**src/rtl/icache_sa2_wb.sv**
```systemverilog
// 2-way set-associative, write-back, write-allocate cache with one word per line.
// The CPU side uses a valid/ready request with a one-cycle response pulse; the memory side uses valid/ready.
`timescale 1ns/1ps

module icache_sa2_wb #(
    parameter int ADDR_WIDTH = 32,
    parameter int DATA_WIDTH = 32,
    parameter int SETS       = 16
) (
    input  logic                  clk,
    input  logic                  rst,
    input  logic                  cpu_req_valid,
    input  logic                  cpu_req_wr,
    input  logic [ADDR_WIDTH-1:0] cpu_req_addr,
    input  logic [DATA_WIDTH-1:0] cpu_req_wdata,
    output logic                  cpu_req_ready,
    output logic                  cpu_resp_valid,
    output logic [DATA_WIDTH-1:0] cpu_resp_data,
    output logic                  mem_req_valid,
    output logic                  mem_req_wr,
    output logic [ADDR_WIDTH-1:0] mem_req_addr,
    output logic [DATA_WIDTH-1:0] mem_req_wdata,
    input  logic                  mem_req_ready,
    input  logic [DATA_WIDTH-1:0] mem_resp_data
);

    localparam int INDEX_W = $clog2(SETS);
    localparam int TAG_W   = ADDR_WIDTH - INDEX_W - 2;

    typedef enum logic [1:0] {
        S_IDLE,
        S_COMPARE,
        S_WRITEBACK,
        S_ALLOCATE
    } state_t;

    state_t r_state;
    state_t w_next_state;

    logic [ADDR_WIDTH-3:0] r_word_addr;
    logic                  r_wr;
    logic [DATA_WIDTH-1:0] r_wdata;

    logic [SETS-1:0]       r_valid [2];
    logic [SETS-1:0]       r_dirty [2];
    logic [SETS-1:0]       r_lru;
    logic [TAG_W-1:0]      r_tag   [2][SETS];
    logic [DATA_WIDTH-1:0] r_data  [2][SETS];

    logic                  r_victim;
    logic                  r_resp_valid;
    logic [DATA_WIDTH-1:0] r_resp_data;

    logic [INDEX_W-1:0]    w_idx;
    logic [TAG_W-1:0]      w_req_tag;
    logic                  w_hit0;
    logic                  w_hit1;
    logic                  w_hit;
    logic                  w_hit_way;
    logic                  w_miss_victim;
    logic                  w_unused_offset;

    // The byte offset never selects anything: lines are one word wide.
    assign w_unused_offset = ^cpu_req_addr[1:0];

    assign w_idx     = r_word_addr[INDEX_W-1:0];
    assign w_req_tag = r_word_addr[ADDR_WIDTH-3:INDEX_W];
    assign w_hit0    = r_valid[0][w_idx] && (r_tag[0][w_idx] == w_req_tag);
    assign w_hit1    = r_valid[1][w_idx] && (r_tag[1][w_idx] == w_req_tag);
    assign w_hit     = w_hit0 || w_hit1;
    assign w_hit_way = w_hit1;

    // Fill an empty way first (way0 before way1); only a full set consults LRU.
    assign w_miss_victim = !r_valid[0][w_idx] ? 1'b0 :
                           !r_valid[1][w_idx] ? 1'b1 : r_lru[w_idx];

    assign cpu_resp_valid = r_resp_valid;
    assign cpu_resp_data  = r_resp_data;

    // NOTE: state-holding blocks use non-blocking (<=) so every flop samples pre-edge values.
    always_ff @(posedge clk) begin
        if (rst) begin
            r_state <= S_IDLE;
        end else begin
            r_state <= w_next_state;
        end
    end

    // NOTE: every output of this block gets a default first, so no path can infer a latch.
    always_comb begin
        w_next_state  = r_state;
        cpu_req_ready = 1'b0;
        mem_req_valid = 1'b0;
        mem_req_wr    = 1'b0;
        mem_req_addr  = '0;
        mem_req_wdata = '0;
        case (r_state)
            S_IDLE: begin
                cpu_req_ready = 1'b1;
                if (cpu_req_valid) begin
                    w_next_state = S_COMPARE;
                end
            end
            S_COMPARE: begin
                if (w_hit) begin
                    w_next_state = S_IDLE;
                end else if (r_valid[w_miss_victim][w_idx] && r_dirty[w_miss_victim][w_idx]) begin
                    w_next_state = S_WRITEBACK;
                end else begin
                    w_next_state = S_ALLOCATE;
                end
            end
            S_WRITEBACK: begin
                mem_req_valid = 1'b1;
                mem_req_wr    = 1'b1;
                mem_req_addr  = {r_tag[r_victim][w_idx], w_idx, 2'b00};
                mem_req_wdata = r_data[r_victim][w_idx];
                if (mem_req_ready) begin
                    w_next_state = S_ALLOCATE;
                end
            end
            S_ALLOCATE: begin
                mem_req_valid = 1'b1;
                mem_req_addr  = {w_req_tag, w_idx, 2'b00};
                if (mem_req_ready) begin
                    w_next_state = S_COMPARE;
                end
            end
            default: w_next_state = S_IDLE;
        endcase
    end

    always_ff @(posedge clk) begin
        if (rst) begin
            r_word_addr  <= '0;
            r_wr         <= 1'b0;
            r_wdata      <= '0;
            r_valid[0]   <= '0;
            r_valid[1]   <= '0;
            r_dirty[0]   <= '0;
            r_dirty[1]   <= '0;
            r_lru        <= '0;
            r_victim     <= 1'b0;
            r_resp_valid <= 1'b0;
            r_resp_data  <= '0;
        end else begin
            r_resp_valid <= 1'b0;
            case (r_state)
                S_IDLE: begin
                    if (cpu_req_valid) begin
                        r_word_addr <= cpu_req_addr[ADDR_WIDTH-1:2];
                        r_wr        <= cpu_req_wr;
                        r_wdata     <= cpu_req_wdata;
                    end
                end
                S_COMPARE: begin
                    if (w_hit) begin
                        r_resp_valid <= 1'b1;
                        r_lru[w_idx] <= ~w_hit_way;
                        if (r_wr) begin
                            r_dirty[w_hit_way][w_idx] <= 1'b1;
                            r_resp_data               <= r_wdata;
                        end else begin
                            r_resp_data <= r_data[w_hit_way][w_idx];
                        end
                    end else begin
                        r_victim <= w_miss_victim;
                    end
                end
                S_WRITEBACK: begin
                    if (mem_req_ready) begin
                        r_dirty[r_victim][w_idx] <= 1'b0;
                    end
                end
                S_ALLOCATE: begin
                    if (mem_req_ready) begin
                        r_valid[r_victim][w_idx] <= 1'b1;
                        r_dirty[r_victim][w_idx] <= 1'b0;
                    end
                end
                default: ;
            endcase
        end
    end

    // NOTE: tag/data arrays carry no reset; the cleared valid bits make their contents irrelevant.
    always_ff @(posedge clk) begin
        if (r_state == S_COMPARE && w_hit && r_wr) begin
            r_data[w_hit_way][w_idx] <= r_wdata;
        end
        if (r_state == S_ALLOCATE && mem_req_ready) begin
            r_tag[r_victim][w_idx]  <= w_req_tag;
            r_data[r_victim][w_idx] <= mem_resp_data;
        end
    end

endmodule
```
**config.mk**
```make
export PLATFORM = sky130hd
export DESIGN_NAME = icache_sa2_wb
export DESIGN_NICKNAME = d
export VERILOG_FILES = /design/src/rtl/icache_sa2_wb.sv
export SDC_FILE = /design/constraint.sdc
export NUM_CORES = 2
export LEC_CHECK = 0
export ABC_CLOCK_PERIOD_IN_PS = 5210
export BUFFER_PORTS_ARGS = -buffer_cell sky130_fd_sc_hd__buf_2
export CAP_MARGIN = 20
export CELL_PAD_IN_SITES_DETAIL_PLACEMENT = 1
export CELL_PAD_IN_SITES_GLOBAL_PLACEMENT = 2
export CORE_ASPECT_RATIO = 0.9
export CORE_MARGIN = 2
export CORE_UTILIZATION = 44
export CTS_CLUSTER_SIZE = 10
export DETAILED_ROUTE_END_ITERATION = 8
export PLACE_DENSITY = 0.87
export SKIP_LAST_GASP = 1
export SLEW_MARGIN = 20
export SYNTH_ARGS = -nofsm -noshare
export SYNTH_HDL_FRONTEND = slang
export SYNTH_SLANG_ARGS = --single-unit
export TNS_END_PERCENT = 1
```
**constraint.sdc**
```tcl
create_clock -name clk -period 5.21 [get_ports clk]
set_input_delay 0.2605 -clock clk [delete_from_list [all_inputs] [get_ports clk]]
set_output_delay 0.2605 -clock clk [all_outputs]
set_load 0.02 [all_outputs]
```
==> flow_metrics.env <==
export IMPL_drive_gt1_frac=0.272
export IMPL_rsz0062_at_grt="true"
export IMPL_yosysSeqAreaShare=0.669
export IMPL_hold_end="r_state[0]$_SDFFE_PP0P_"
export IMPL_synth_main_ff_cell="edfxtp_1"
export IMPL_cp_cell_sequence="buf_12 -> buf_12 -> mux4_2 -> mux4_2 -> xnor2_1 -> and4b_1 -> nand3_1 -> or4_4 -> buf_4 -> buf_12 -> mux2i_1 -> o22ai_1 -> nor3_1 -> or4_1 -> o21ai_1"
export IMPL_synth_area_sq_mm=0.0891
export IMPL_grt_pass1_wl_um=442000
export IMPL_cts_buffers=226
export IMPL_fp_row_count=156
export IMPL_stdcell_area_sq_mm=0.104
export IMPL_syn_inst=5096
export IMPL_vias_per_cell=6.76
export IMPL_max_stage_delay_ns=0.60
export IMPL_cp_arrival_ns=6.01
export IMPL_place_inst=7947
export IMPL_synthXorXnorAreaFrac=0.00598
export IMPL_port_buffers=196
export IMPL_critPathSlowestCell="or4_4"
export IMPL_die_area_sq_mm=0.206
export IMPL_switchingPower_mw=9.35
export IMPL_wl_per_cell_um=37.2
export IMPL_crit_top_cell="buf_12"
export IMPL_slew_headroom=0.212
export IMPL_cts_tree="built"
export IMPL_yosys_area_share_simple=0.0420
export IMPL_worst_r2r_setup_slack_ns=0.01
export IMPL_ff2ff_path_depth=15
export IMPL_r2r_start="r_word_addr[1]$_SDFFE_PP0P_"
export IMPL_finalMaxSlewViolations=0
export IMPL_dieHeight_um=431
export IMPL_postLayoutCoreUtil=0.516
export IMPL_core_area_sq_mm=0.201
export IMPL_synthDistinctLibCells=73
export IMPL_cts_root_buffer="clkbuf_16"
export IMPL_grt_max_degree=131
export IMPL_worstSetupPathType="reg -> reg"
export IMPL_cts_max_path_buffers=3
export IMPL_clk_insertion_delay_late_ns=0.91
export IMPL_p_leak_nw=35.9
export IMPL_initial_core_util=0.443
export IMPL_worst_slack_ns=0.0115
export IMPL_combPwrFrac=0.109
export IMPL_antenna_left=0
export IMPL_max_freq_ghz=0.192
export IMPL_dpl_hpwl_um=187000
export IMPL_synth_seq_cells=2036
export IMPL_cts_max_level=4
export IMPL_final_hold_viol_count=0
export IMPL_critPathCaptureType="flip-flop"
export IMPL_dr_first_iter_drc_count=8672
export IMPL_netSwitchingFraction=0.252
export IMPL_drtPass1Iterations=6
export IMPL_worst_pin_slew_ns=1.18
export IMPL_r2r_end="cpu_resp_data[14]$_SDFFE_PP0P_"
export IMPL_place_area_sq_mm=0.0959
export IMPL_path_max_fanout=47
export IMPL_holdPathStages=3
export IMPL_synth_warnings=0
export IMPL_cellPowerDensity_mw_per_mm2=359
export IMPL_grt_ovfl_total=0
export IMPL_seq_power_share=0.492
export IMPL_synth_adder_area_share=0.000561
export IMPL_status="complete, no violations"
export IMPL_routed_wl_um=315000
export IMPL_gp_congestion=0.880
export IMPL_fin_crit_sh=0.998
export IMPL_p_clk_frac=0.400
export IMPL_crit_required_ns=6.02
export IMPL_clock_sinks=2036
export IMPL_vdd_drop_max_mv=0.289
export IMPL_fin_nets=5692
export IMPL_io_pins=201
export IMPL_route_vias_total=57200
export IMPL_min_from="mem_req_ready"
export IMPL_synthArstFlopShare=0
export IMPL_hold_class="in -> reg"
export IMPL_clkSlewWorstSetupHoldPaths_ns=0.07
export IMPL_dp_slack_ns=-0.156
export IMPL_nFillCells=18600
export IMPL_setup_worst_path_start_class="flip-flop"
export IMPL_synth_top_family_by_area="multiplexers"
export IMPL_intPower_mw=27.8
export IMPL_syn2layout_area_growth_pct=16.3
export IMPL_fin_crit_ns=5.20
export IMPL_synth_compound_area_frac=0.0417
export IMPL_grt_pass1_vias=58400
export IMPL_grt_use_total=0.301
export IMPL_antenna_found_initial=8
export IMPL_drc=0
export IMPL_synth_edf_count=1888
export IMPL_synth_mux_area_fraction=0.220
export IMPL_dieWidth_um=478
export IMPL_hold_worst_slack_ns=0.149
export IMPL_setup_viol=0
export IMPL_clock_skew_ns=0.0784
export IMPL_final_cells=8460
export IMPL_syn_area_per_cell_sq_um=17.5
export IMPL_max_cap_violations=0
## worst max-delay path by stage
| stage | slack, ns | to | cells after the start | from |
|---|---|---|---|---|
| global placement | -0.09 | r_data[0][358]$_DFFE_PP_ | 13 | r_word_addr[1]$_SDFFE_PP0P_ |
| global route | -0.07 | cpu_resp_data[14]$_SDFFE_PP0P_ | 16 | r_word_addr[0]$_SDFFE_PP0P_ |
| floorplan | -0.35 | r_data[0][384]$_DFFE_PP_ | 16 | r_word_addr[1]$_SDFFE_PP0P_ |
| finish | 0.01 | cpu_resp_data[14]$_SDFFE_PP0P_ | 15 | r_word_addr[1]$_SDFFE_PP0P_ |
| CTS | -0.02 | cpu_resp_data[10]$_SDFFE_PP0P_ | 15 | r_word_addr[1]$_SDFFE_PP0P_ |
| detailed placement | -0.16 | r_data[0][358]$_DFFE_PP_ | 13 | r_word_addr[1]$_SDFFE_PP0P_ |
## area by class of cell
type                            count  area (sq um)  share of cell area
Clock buffer                      392          6330              0.0611
Sequential cell                  2036         59700               0.576
Tap cell                         2686          3360              0.0324
Timing Repair Buffer              628          5550              0.0535
Multi-Input combinational cell   2672         28300               0.273
Antenna cell                        6          15.0            0.000145
Clock inverter                     17           354             0.00342
Inverter                           23          97.6            0.000942
## state kept, by name (all words and copies together) (netlist names), named ones only
register / count
r_data: 1024
r_tag: 832
cpu_resp_data: 32
r_dirty: 32
r_valid: 32
r_wdata: 32
r_word_addr: 30
r_lru: 16
r_state: 2
cpu_resp_valid: 1
r_victim: 1
r_wr: 1
## placed cells by master (no fill, tap or decap), drive strengths merged, types with 16 or more instances in the layout
cell            n
buf           542
edfxtp       1888
inv            26
mux4          636
nor2          233
nor3          118
nand2         360
or4            34
o21a           22
mux2i         480
xnor2          55
nor2b          38
mux2           42
o22ai         200
clkbuf        392
o21ai          96
dfxtp         148
a22oi          23
a21o           33
nand3          16
a21oi         156
dlygate4sd3    86
## metrics by stage
step | power, mW | setup TNS (ns)
floorplan | 20.8 | -145.01
global placement | 22.3 | -3.19
detailed placement | 22.4 | -23.67
CTS | 37.0 | -0.0292
global route | 37.9 | -0.259
finish | 37.2 | 0
## worst max-delay path, delay by kind of cell, from the launching register on
kind                   cells  cell delay, ns
AND/OR/NAND/NOR            5            1.67
buffers and inverters      4            0.84
flip-flops                 1            0.39
XOR/XNOR                   1            0.46
multiplexers               3            1.31
AO/OA/AOI/OAI              2            0.35
## Yosys cell counts (3+ instances only)
library cell | count | area share
nand2_1 | 360 | 0.015
nor2b_1 | 38 | 0.0027
edfxtp_1 | 1888 | 0.64
or2_2 | 3 | 0.00021
ha_1 | 4 | 0.00056
a211oi_1 | 4 | 0.00034
xor2_1 | 5 | 0.00049
mux4_2 | 634 | 0.16
and2_1 | 4 | 0.00028
or3_1 | 3 | 0.00021
inv_1 | 19 | 0.00080
clkbuf_1 | 214 | 0.0090
a21oi_1 | 155 | 0.0087
and3_1 | 7 | 0.00049
o21ai_1 | 34 | 0.0019
a221oi_1 | 7 | 0.00069
nand2b_1 | 5 | 0.00035
buf_6 | 23 | 0.0029
o211ai_1 | 6 | 0.00051
a221o_1 | 11 | 0.0012
buf_4 | 18 | 0.0015
or4_1 | 34 | 0.0029
o21a_1 | 22 | 0.0019
buf_1 | 34 | 0.0014
nand3_1 | 16 | 0.00090
a41oi_1 | 3 | 0.00029
buf_2 | 76 | 0.0043
nand4_1 | 15 | 0.0011
o21ai_0 | 61 | 0.0034
dfxtp_1 | 148 | 0.033
a22o_1 | 6 | 0.00059
o22ai_1 | 200 | 0.014
mux2i_1 | 479 | 0.054
nor2_1 | 233 | 0.0098
a21o_1 | 33 | 0.0028
o221ai_1 | 14 | 0.0014
nor4_1 | 4 | 0.00028
a22oi_1 | 23 | 0.0019
xnor2_1 | 54 | 0.0053
mux2_2 | 42 | 0.0053
nor3_1 | 118 | 0.0066
## per-layer routing
layer  routed length, um  GRT usage  vias up
met5                  13          0        -
met2              146000      0.469     4417
met4               17200      0.144        2
met3               38200     0.0759      840
met1              113000      0.397    30200
li1                    -          -    21700
## what timing repair did
action                     4_1_cts  5_1_grt
gates resized for setup          2        2
setup endpoints to repair      503      124
hold endpoints to repair        66        0
buffers inserted                 1       10
hold buffers                    86        0
pin swaps                        1        1
## logic make-up after synthesis
kind of cell | after synthesis
flip-flops | 2036
multiplexers | 1158
AND/OR/NAND/NOR | 849
AO/OA/AOI/OAI | 599
buffers and inverters | 389
XOR/XNOR | 60
adder cells (fa/ha/maj) | 4
other | 1
## power by group through the flow
stage	combinational [mW]	sequential [mW]	clock (mW)
final	4.04	18.3	14.8
after global routing	4.17	18.3	15.5
after CTS	3.89	18.3	14.9
after detailed placement	3.79	18.6	0
after global placement	3.68	18.6	0
after floorplan	2.19	18.6	0
Power figures use the tool's default switching activity.
